===== src/rtl/riscv_pkg.sv =====
// Shared types and constants for the RV32I fetch stage.
//   XLEN             : architectural register / address width
//   NOP_INSTR        : canonical NOP (addi x0,x0,0) loaded as a bubble into IF/ID
//   RESET_PC_DEFAULT : default PC after reset
//   fetch_entry_t    : prefetch queue entry {pc, instr}
//   fetch_tag_t      : in-flight request tag {pc, epoch}
package riscv_pkg;

  localparam int               XLEN             = 32;
  localparam logic [XLEN-1:0]  NOP_INSTR        = 32'h0000_0013;
  localparam logic [XLEN-1:0]  RESET_PC_DEFAULT = 32'h0000_0000;

  typedef struct packed {
    logic [XLEN-1:0] pc;
    logic [XLEN-1:0] instr;
  } fetch_entry_t;

  typedef struct packed {
    logic [XLEN-1:0] pc;
    logic            epoch;
  } fetch_tag_t;

endpackage


===== src/rtl/fetch_fifo.sv =====
// Small synchronous FIFO used by the fetch stage for both the in-flight
// tag queue and the prefetch queue. DEPTH must be a power of two so the
// read/write pointers can wrap naturally.
// Ports:
//   clk, rst   : clock, synchronous active-high reset
//   push/wdata : enqueue (ignored when full unless a pop happens the same cycle)
//   pop/rdata  : dequeue, rdata shows the head (pop on empty is ignored)
//   clear      : drop all entries; wins over push and pop
//   count      : number of stored entries
//   full/empty : status flags
module fetch_fifo #(
  parameter int WIDTH = 32,
  parameter int DEPTH = 2
) (
  input  logic                       clk,
  input  logic                       rst,
  input  logic                       push,
  input  logic [WIDTH-1:0]           wdata,
  input  logic                       pop,
  output logic [WIDTH-1:0]           rdata,
  input  logic                       clear,
  output logic [$clog2(DEPTH+1)-1:0] count,
  output logic                       full,
  output logic                       empty
);

  localparam int CW = $clog2(DEPTH + 1);
  localparam int AW = (DEPTH > 1) ? $clog2(DEPTH) : 1;

  logic [WIDTH-1:0] mem_q [DEPTH];
  logic [WIDTH-1:0] mem_d [DEPTH];
  logic [AW-1:0]    wr_ptr_q, wr_ptr_d;
  logic [AW-1:0]    rd_ptr_q, rd_ptr_d;
  logic [CW-1:0]    count_q, count_d;
  logic             do_push, do_pop;

  assign empty = (count_q == '0);
  assign full  = (count_q == CW'(DEPTH));
  assign count = count_q;
  assign rdata = mem_q[rd_ptr_q];

  // A full queue may still accept a push when the head leaves in the same
  // cycle, since the freed slot is the one being written.
  assign do_pop  = pop & ~empty;
  assign do_push = push & (~full | do_pop);

  // Next-state for pointers, occupancy and storage.
  always_comb begin
    mem_d    = mem_q;
    wr_ptr_d = wr_ptr_q;
    rd_ptr_d = rd_ptr_q;
    count_d  = count_q;
    if (clear) begin
      wr_ptr_d = '0;
      rd_ptr_d = '0;
      count_d  = '0;
    end else begin
      if (do_push) begin
        mem_d[wr_ptr_q] = wdata;
        wr_ptr_d        = wr_ptr_q + 1'b1;
      end
      if (do_pop) begin
        rd_ptr_d = rd_ptr_q + 1'b1;
      end
      count_d = count_q + CW'(do_push) - CW'(do_pop);
    end
  end

  // Control state is reset; storage contents are don't-care until written.
  always_ff @(posedge clk) begin
    if (rst) begin
      wr_ptr_q <= '0;
      rd_ptr_q <= '0;
      count_q  <= '0;
    end else begin
      wr_ptr_q <= wr_ptr_d;
      rd_ptr_q <= rd_ptr_d;
      count_q  <= count_d;
    end
  end

  always_ff @(posedge clk) begin
    mem_q <= mem_d;
  end

  // Popping an empty queue or overfilling it indicates a protocol error
  // upstream; the request is ignored but flagged in simulation.
  assert property (@(posedge clk) disable iff (rst) !(pop && empty));
  assert property (@(posedge clk) disable iff (rst) !(push && full && !pop && !clear));

endmodule


===== src/rtl/fetch_cycle.sv =====
// IF stage of the 5-stage RV32I pipeline. Owns PC_F, issues word fetches
// over a valid/ready instruction memory port, buffers in-order responses in
// a prefetch queue and drives the IF/ID register.
// Ports:
//   clk, rst                       : clock, synchronous active-high reset
//   Stall_F                        : block new fetch requests
//   Stall_D, Flush_D               : hold / bubble the IF/ID register (flush wins)
//   PCSrc_E, PCTarget_E            : redirect from EX
//   imem_req_valid/ready/addr      : fetch request channel (addr = PC_F)
//   imem_rsp_valid/data            : in-order response channel, no backpressure
//   Instr_D, PC_D, PCPlus4_D, Valid_D : IF/ID register outputs
// Optional feature macro IF_PERF_CNT_EN adds fetch_cnt, bubble_cnt and
// stale_cnt performance counters.
module fetch_cycle
  import riscv_pkg::*;
#(
  parameter logic [31:0] RESET_PC   = RESET_PC_DEFAULT,
  parameter int          FIFO_DEPTH = 2
) (
  input  logic        clk,
  input  logic        rst,
  input  logic        Stall_F,
  input  logic        Stall_D,
  input  logic        Flush_D,
  input  logic        PCSrc_E,
  input  logic [31:0] PCTarget_E,
  output logic        imem_req_valid,
  input  logic        imem_req_ready,
  output logic [31:0] imem_req_addr,
  input  logic        imem_rsp_valid,
  input  logic [31:0] imem_rsp_data,
  output logic [31:0] Instr_D,
  output logic [31:0] PC_D,
  output logic [31:0] PCPlus4_D,
  output logic        Valid_D
`ifdef IF_PERF_CNT_EN
  ,
  output logic [31:0] fetch_cnt,
  output logic [31:0] bubble_cnt,
  output logic [31:0] stale_cnt
`endif
);

  localparam int CW = $clog2(FIFO_DEPTH + 1);

  logic [XLEN-1:0] pc_f_q, pc_f_d;
  logic            epoch_q, epoch_d;
  logic [XLEN-1:0] instr_d_q, instr_d_d;
  logic [XLEN-1:0] pc_d_q, pc_d_d;
  logic [XLEN-1:0] pcplus4_d_q, pcplus4_d_d;
  logic            valid_d_q, valid_d_d;

  fetch_tag_t   tag_wdata, tag_rdata;
  fetch_entry_t pf_wdata, pf_rdata;
  logic [CW-1:0] tag_cnt, pf_cnt;
  logic          tag_full, tag_empty, pf_full, pf_empty;
  logic [CW:0]   inflight;
  logic          credit_ok, req_fire, rsp_fire, rsp_fresh, load_en, pf_pop;
  logic          unused_target_lsbs;

  // Target bits [1:0] are forced to zero on a redirect.
  assign unused_target_lsbs = ^PCTarget_E[1:0];

  // Every fetch holds one credit from request until it leaves the prefetch
  // queue, so neither queue can overflow. With a 1-cycle memory each fetch
  // holds its credit for two cycles, which caps a depth-2 queue below one
  // fetch per cycle.
  assign inflight  = {1'b0, tag_cnt} + {1'b0, pf_cnt};
  assign credit_ok = ~tag_full & ~pf_full & (inflight < (CW + 1)'(FIFO_DEPTH));

  assign imem_req_valid = ~rst & ~Stall_F & ~PCSrc_E & credit_ok;
  assign imem_req_addr  = pc_f_q;
  assign req_fire       = imem_req_valid & imem_req_ready;

  // Responses tagged with an older epoch belong to a fetch path that a
  // redirect abandoned, so they are dropped instead of being queued.
  assign rsp_fire  = imem_rsp_valid & ~tag_empty;
  assign rsp_fresh = rsp_fire & (tag_rdata.epoch == epoch_q);

  assign load_en = ~Flush_D & ~Stall_D;
  assign pf_pop  = load_en & ~pf_empty;

  assign tag_wdata = '{pc: pc_f_q, epoch: epoch_q};
  assign pf_wdata  = '{pc: tag_rdata.pc, instr: imem_rsp_data};

  fetch_fifo #(.WIDTH($bits(fetch_tag_t)), .DEPTH(FIFO_DEPTH)) u_tag_q (
    .clk   (clk),
    .rst   (rst),
    .push  (req_fire),
    .wdata (tag_wdata),
    .pop   (imem_rsp_valid),
    .rdata (tag_rdata),
    .clear (1'b0),
    .count (tag_cnt),
    .full  (tag_full),
    .empty (tag_empty)
  );

  fetch_fifo #(.WIDTH($bits(fetch_entry_t)), .DEPTH(FIFO_DEPTH)) u_pf_q (
    .clk   (clk),
    .rst   (rst),
    .push  (rsp_fresh),
    .wdata (pf_wdata),
    .pop   (pf_pop),
    .rdata (pf_rdata),
    .clear (PCSrc_E),
    .count (pf_cnt),
    .full  (pf_full),
    .empty (pf_empty)
  );

  // PC and epoch: a redirect overrides any same-cycle handshake advance.
  always_comb begin
    pc_f_d  = pc_f_q;
    epoch_d = epoch_q;
    if (PCSrc_E) begin
      pc_f_d  = {PCTarget_E[31:2], 2'b00};
      epoch_d = ~epoch_q;
    end else if (req_fire) begin
      pc_f_d = pc_f_q + 32'd4;
    end
  end

  // IF/ID register: flush beats stall beats load; loading from an empty
  // prefetch queue inserts a bubble.
  always_comb begin
    instr_d_d   = instr_d_q;
    pc_d_d      = pc_d_q;
    pcplus4_d_d = pcplus4_d_q;
    valid_d_d   = valid_d_q;
    if (Flush_D || (load_en && pf_empty)) begin
      instr_d_d   = NOP_INSTR;
      pc_d_d      = '0;
      pcplus4_d_d = '0;
      valid_d_d   = 1'b0;
    end else if (load_en) begin
      instr_d_d   = pf_rdata.instr;
      pc_d_d      = pf_rdata.pc;
      pcplus4_d_d = pf_rdata.pc + 32'd4;
      valid_d_d   = 1'b1;
    end
  end

  always_ff @(posedge clk) begin
    if (rst) begin
      pc_f_q      <= RESET_PC;
      epoch_q     <= 1'b0;
      instr_d_q   <= NOP_INSTR;
      pc_d_q      <= '0;
      pcplus4_d_q <= '0;
      valid_d_q   <= 1'b0;
    end else begin
      pc_f_q      <= pc_f_d;
      epoch_q     <= epoch_d;
      instr_d_q   <= instr_d_d;
      pc_d_q      <= pc_d_d;
      pcplus4_d_q <= pcplus4_d_d;
      valid_d_q   <= valid_d_d;
    end
  end

  assign Instr_D   = instr_d_q;
  assign PC_D      = pc_d_q;
  assign PCPlus4_D = pcplus4_d_q;
  assign Valid_D   = valid_d_q;

`ifdef IF_PERF_CNT_EN
  logic [31:0] fetch_cnt_q, fetch_cnt_d;
  logic [31:0] bubble_cnt_q, bubble_cnt_d;
  logic [31:0] stale_cnt_q, stale_cnt_d;

  // Counters wrap naturally at 2^32.
  always_comb begin
    fetch_cnt_d  = fetch_cnt_q + 32'(pf_pop);
    bubble_cnt_d = bubble_cnt_q + 32'(load_en & pf_empty);
    stale_cnt_d  = stale_cnt_q + 32'(rsp_fire & ~rsp_fresh);
  end

  always_ff @(posedge clk) begin
    if (rst) begin
      fetch_cnt_q  <= '0;
      bubble_cnt_q <= '0;
      stale_cnt_q  <= '0;
    end else begin
      fetch_cnt_q  <= fetch_cnt_d;
      bubble_cnt_q <= bubble_cnt_d;
      stale_cnt_q  <= stale_cnt_d;
    end
  end

  assign fetch_cnt  = fetch_cnt_q;
  assign bubble_cnt = bubble_cnt_q;
  assign stale_cnt  = stale_cnt_q;
`endif

endmodule

===== config.mk =====
export PLATFORM = sky130hd
export DESIGN_NAME = fetch_cycle
export DESIGN_NICKNAME = d
export VERILOG_FILES = /design/src/rtl/riscv_pkg.sv /design/src/rtl/fetch_fifo.sv /design/src/rtl/fetch_cycle.sv
export SDC_FILE = /design/constraint.sdc
export NUM_CORES = 1
export LEC_CHECK = 0
export ABC_AREA = 1
export CORE_ASPECT_RATIO = 1.1
export CORE_UTILIZATION = 47
export CTS_CLUSTER_SIZE = 20
export DETAILED_ROUTE_END_ITERATION = 8
export DONT_BUFFER_PORTS = 1
export SETUP_SLACK_MARGIN = 0.15
export SLEW_MARGIN = 20
export SYNTH_ARGS = -nofsm -noshare
export SYNTH_HDL_FRONTEND = slang
export SYNTH_SLANG_ARGS = --single-unit

===== constraint.sdc =====
create_clock -name clk -period 9.9 [get_ports clk]
set_input_delay 1.485 -clock clk [delete_from_list [all_inputs] [get_ports clk]]
set_output_delay 1.485 -clock clk [all_outputs]
set_load 0.02 [all_outputs]

==> results.txt <==
Max-cap violations in this run came to 0. The worst slack at placement is 5700 ps. The synthesis-to-layout area growth came out at 11.4%. Setup violations remaining at the end of the flow were counted as 0. The static leakage power came out at 5.54 nW. The slowest cell on the critical path is clkinv_1. In this run the horizontal extent of the chip is 162 um. The average instance in the mapped netlist occupies 9.30 um2. Traced cell by cell, the critical path runs through inv_1 > nand3_4 > buf_4 > clkinv_1 > o21ai_0 > a31oi_1. The non-filler instance count after layout came out at 1807.

The maximum clock insertion buffer count is 3. The combined buffer and inverter count along the critical path came out at 3. In the routed design, unresolved DRC markers number 0. STA classifies the critical path startpoint as an input pin. The number of global-route vias before repair is 8514. The number of antenna violations at the first check in global routing came out at 0. The dominant delay contributor by cell family on the critical path is buffers and inverters.

For this run, the detailed router's first-pass iteration total came to 5. Counting flops with an async set or reset pin after synthesis yields a share of 0%. TritonCTS built the clock tree.

Clock latency on the worst-skew pair, taken at its later pin, is 520 ps. The area of the die is about 29000 um2. The worst setup path is captured at a register. The final number of hold-violating endpoints came out at 0.

The sequential fraction of the synthesis area came out at 61.9%. For this run, the top clock speed supported by timing is between 200 and 300 MHz. The number of buffers inserted to repair setup after CTS is 0. The total congestion overflow is 0.

On the worst path, the slowest cell contributes a delay of 900 ps. Of the post-synthesis cell area, the dominant cell type holds 42.0%. The most frequently used cell type in the post-synthesis netlist is nand2_1. The total inserted antenna cells is 0. The final HPWL from detailed placement is 19100 um. Counting every sink on the clock net gives ~320.

The post-cts resize count is 0. In the final layout, the share of cells above drive strength 1 is 8.86%. The synthesized instance count came out at 1428. After floorplanning, the core was divided into 64 placement rows.

After detailed routing, the average wire length per cell comes to 16.6 um. The CTS clock-pin slew for the worst setup and hold paths is 60 ps. Ranked by instance count, the synthesized netlist is headed by nand2_1 (411), nor2_1 (211), edfxtp_1 (186). The Yosys step of the flow raised 0 warnings. The number of filler cells placed in the layout came out at 2505. The number of enable-type register cells in the synthesized netlist came out at 186. Registers take 8230 um2. The net count of the finished layout is 1497. The number of cells on the worst reg-to-reg path came out at 10.

The top cell type by total area after synthesis is edfxtp_1. Measured on the finished design, the core utilization comes to between 50 and 60%. Setup slack closes at 6290 ps. The register bit total from synthesis came out at 318. The clock buffer count from CTS is 35.

The slack of the worst reg-to-reg path came out at between 6000 and 7000 ps. For this block, the initial DRC count from the detailed router was 521. The startpoint of the worst register-to-register path is u_tag_q.rd_ptr_q. In this run the tightest slew margin relative to its limit is between 30% and 40%. Setup repair after global routing left no endpoint under its margin. The effective utilization at floorplan is 47.8%.

The clock tree root buffer cell is clkbuf_16. The max-slew violation total from the final report came out at 0. The number of hold buffers added after CTS is 0. The summed instance area of the synthesized netlist is 13300 um2. The flow ran to the end, and the final reports show no timing, DRC or antenna violations. The unique cell type count in the Yosys netlist is 40. The depth of the CTS H-tree came out at 2. The total routing resource utilization after global routing came out at 20.6%. The post-detailed-route via-to-cell ratio is 5.13. The multi-input gate area in the final layout came out at 4490 um2. The routed via count is 9271. The wire length of the first global-routing pass is 46500 um. The minimum period implied by the final worst setup slack is 3610 ps. In this run the worst hold path is classified as register to register.

The total area inside the core boundary comes to between 20000 and 30000 um2. The critical path data arrival time came out at 3970 ps. In the finished design, the share of the clock period the worst path needs comes to 36.5%. The worst-margin pin slew came out at 906 ps. The cell count of the worst hold path is 1. The total instance count after detailed placement is between 1500 and 2000.

The final routed wirelength across all metal layers is between 20000 and 30000 um. The sum of negative setup slack is 0 ps. Pin placement for this block handled 202 I/O pins. The setup skew after layout is between 10 and 15 ps. The capture point of the worst reg-to-reg path is u_pf_q.mem_q[46]. In this run the most critical hold path is launched from u_pf_q.rd_ptr_q.

The type of the worst setup path is input pin to register. The number of buffers inserted by port buffering is 0. Entering global routing, the biggest net connects 78 pins. For hold timing, the worst endpoint is u_pf_q.rd_ptr_q. For this run, the leading register cell type out of synthesis is edfxtp_1. The die span in y came out at ~180 um.

By area the synthesized netlist is led by edfxtp_1 (42%), dfxtp_1 (20%), nand2_1 (12%), nor2_1 (6.0%), a21oi_1 (2.9%). The final worst hold slack is 445 ps. The worst IR drop on VDD is between 0.15 and 0.2 mV. Along the worst path, the maximum fanout reaches 75. Dividing total power by cell area gives a power density of 211 nW/um2. Data on the critical path is required at its endpoint by 10250 ps. The antenna violation net count after detailed routing came out at 0. The final estimated routing congestion in global placement is roughly 0.9.
[metal layers]
| metal | vias to the layer above | global-route usage (%) | wire [um] |
|---|---|---|---|
| met5 | - | 0 | 0 |
| met4 | 0 | 6.21 | 621 |
| met3 | 43 | 5.05 | 2150 |
| met2 | 286 | 33.4 | 14000 |
| met1 | 4254 | 27.2 | 13200 |
| li1 | 4688 | - | - |
[stage by stage]
stage	cell area (um2)	power, W
3_3_place_gp	13600	0.00176
5_1_grt	14800	0.00325
2_1_floorplan	13300	0.00171
3_5_place_dp	13600	0.00177
4_1_cts	14800	0.00315
6_report	14800	0.00312
[sequential cells by signal, indices dropped and copies added, names as in the netlist]
| register | count |
|---|---|
| u_pf_q.mem_q | 124 |
| u_tag_q.mem_q | 62 |
| Instr_D | 32 |
| PCPlus4_D | 30 |
| PC_D | 30 |
| imem_req_addr | 30 |
| u_pf_q.count | 2 |
| u_tag_q.count | 2 |
| Valid_D | 1 |
| epoch_q | 1 |
| u_pf_q.rd_ptr_q | 1 |
| u_pf_q.wr_ptr_q | 1 |
| u_tag_q.rd_ptr_q | 1 |
| u_tag_q.wr_ptr_q | 1 |
[power breakdown]
group / total, W / switching [W] / internal [W]
sequential: 0.00152 / 0.0000525 / 0.00146
clock: 0.00138 / 0.000526 / 0.000853
combinational: 0.000225 / 0.000164 / 0.0000610
[cell type report]
| type | instances | share of cell area, % |
|---|---|---|
| sequential | 318 | 55.6 |
| tap | 363 | 3.07 |
| clock buffer | 45 | 6.52 |
| multi-input combinational | 974 | 30.3 |
| clock inverter | 18 | 1.86 |
| timing repair buffer | 12 | 0.609 |
| inverter | 77 | 1.97 |
[layout by cell type, fill, tap and decap left out, types with 14 or more instances in the layout]
cell type	Yosys	routed
a21oi_1	77	77
nand3_1	51	50
dfxtp_1	132	131
nor3_1	23	23
xor2_1	14	14
o21ai_0	67	67
nand2_2	25	25
inv_1	71	71
nor2_1	211	206
edfxtp_1	186	186
nand2_1	411	411
clkbuf_16	0	36
[cells by family (layout without fill, tap and decap cells)]
family / count (synthesis) / in the layout / share of synthesized area [%]
buffers and inverters: 141 / 152 / 4.70
flip-flops: 318 / 318 / 61.9
adder cells (fa/ha/maj): 7 / 7 / 0.716
AND/OR/NAND/NOR: 760 / 760 / 23.9
AO/OA/AOI/OAI: 180 / 180 / 7.29
other: 1 / 6 / 0.0282
XOR/XNOR: 21 / 21 / 1.38
[how the worst max path moves through the flow]
stage            start               to  slack, ps  cells after the start
2_1_floorplan  Stall_D  u_pf_q.mem_q[0]       4540                      5
3_3_place_gp       rst          PC_D[4]       5720                      6
3_5_place_dp       rst          PC_D[4]       5700                      6
4_1_cts            rst          PC_D[4]       6260                      6
5_1_grt            rst          PC_D[4]       6120                      6
6_report           rst          PC_D[4]       6290                      6
Power figures use the tool's default switching activity.
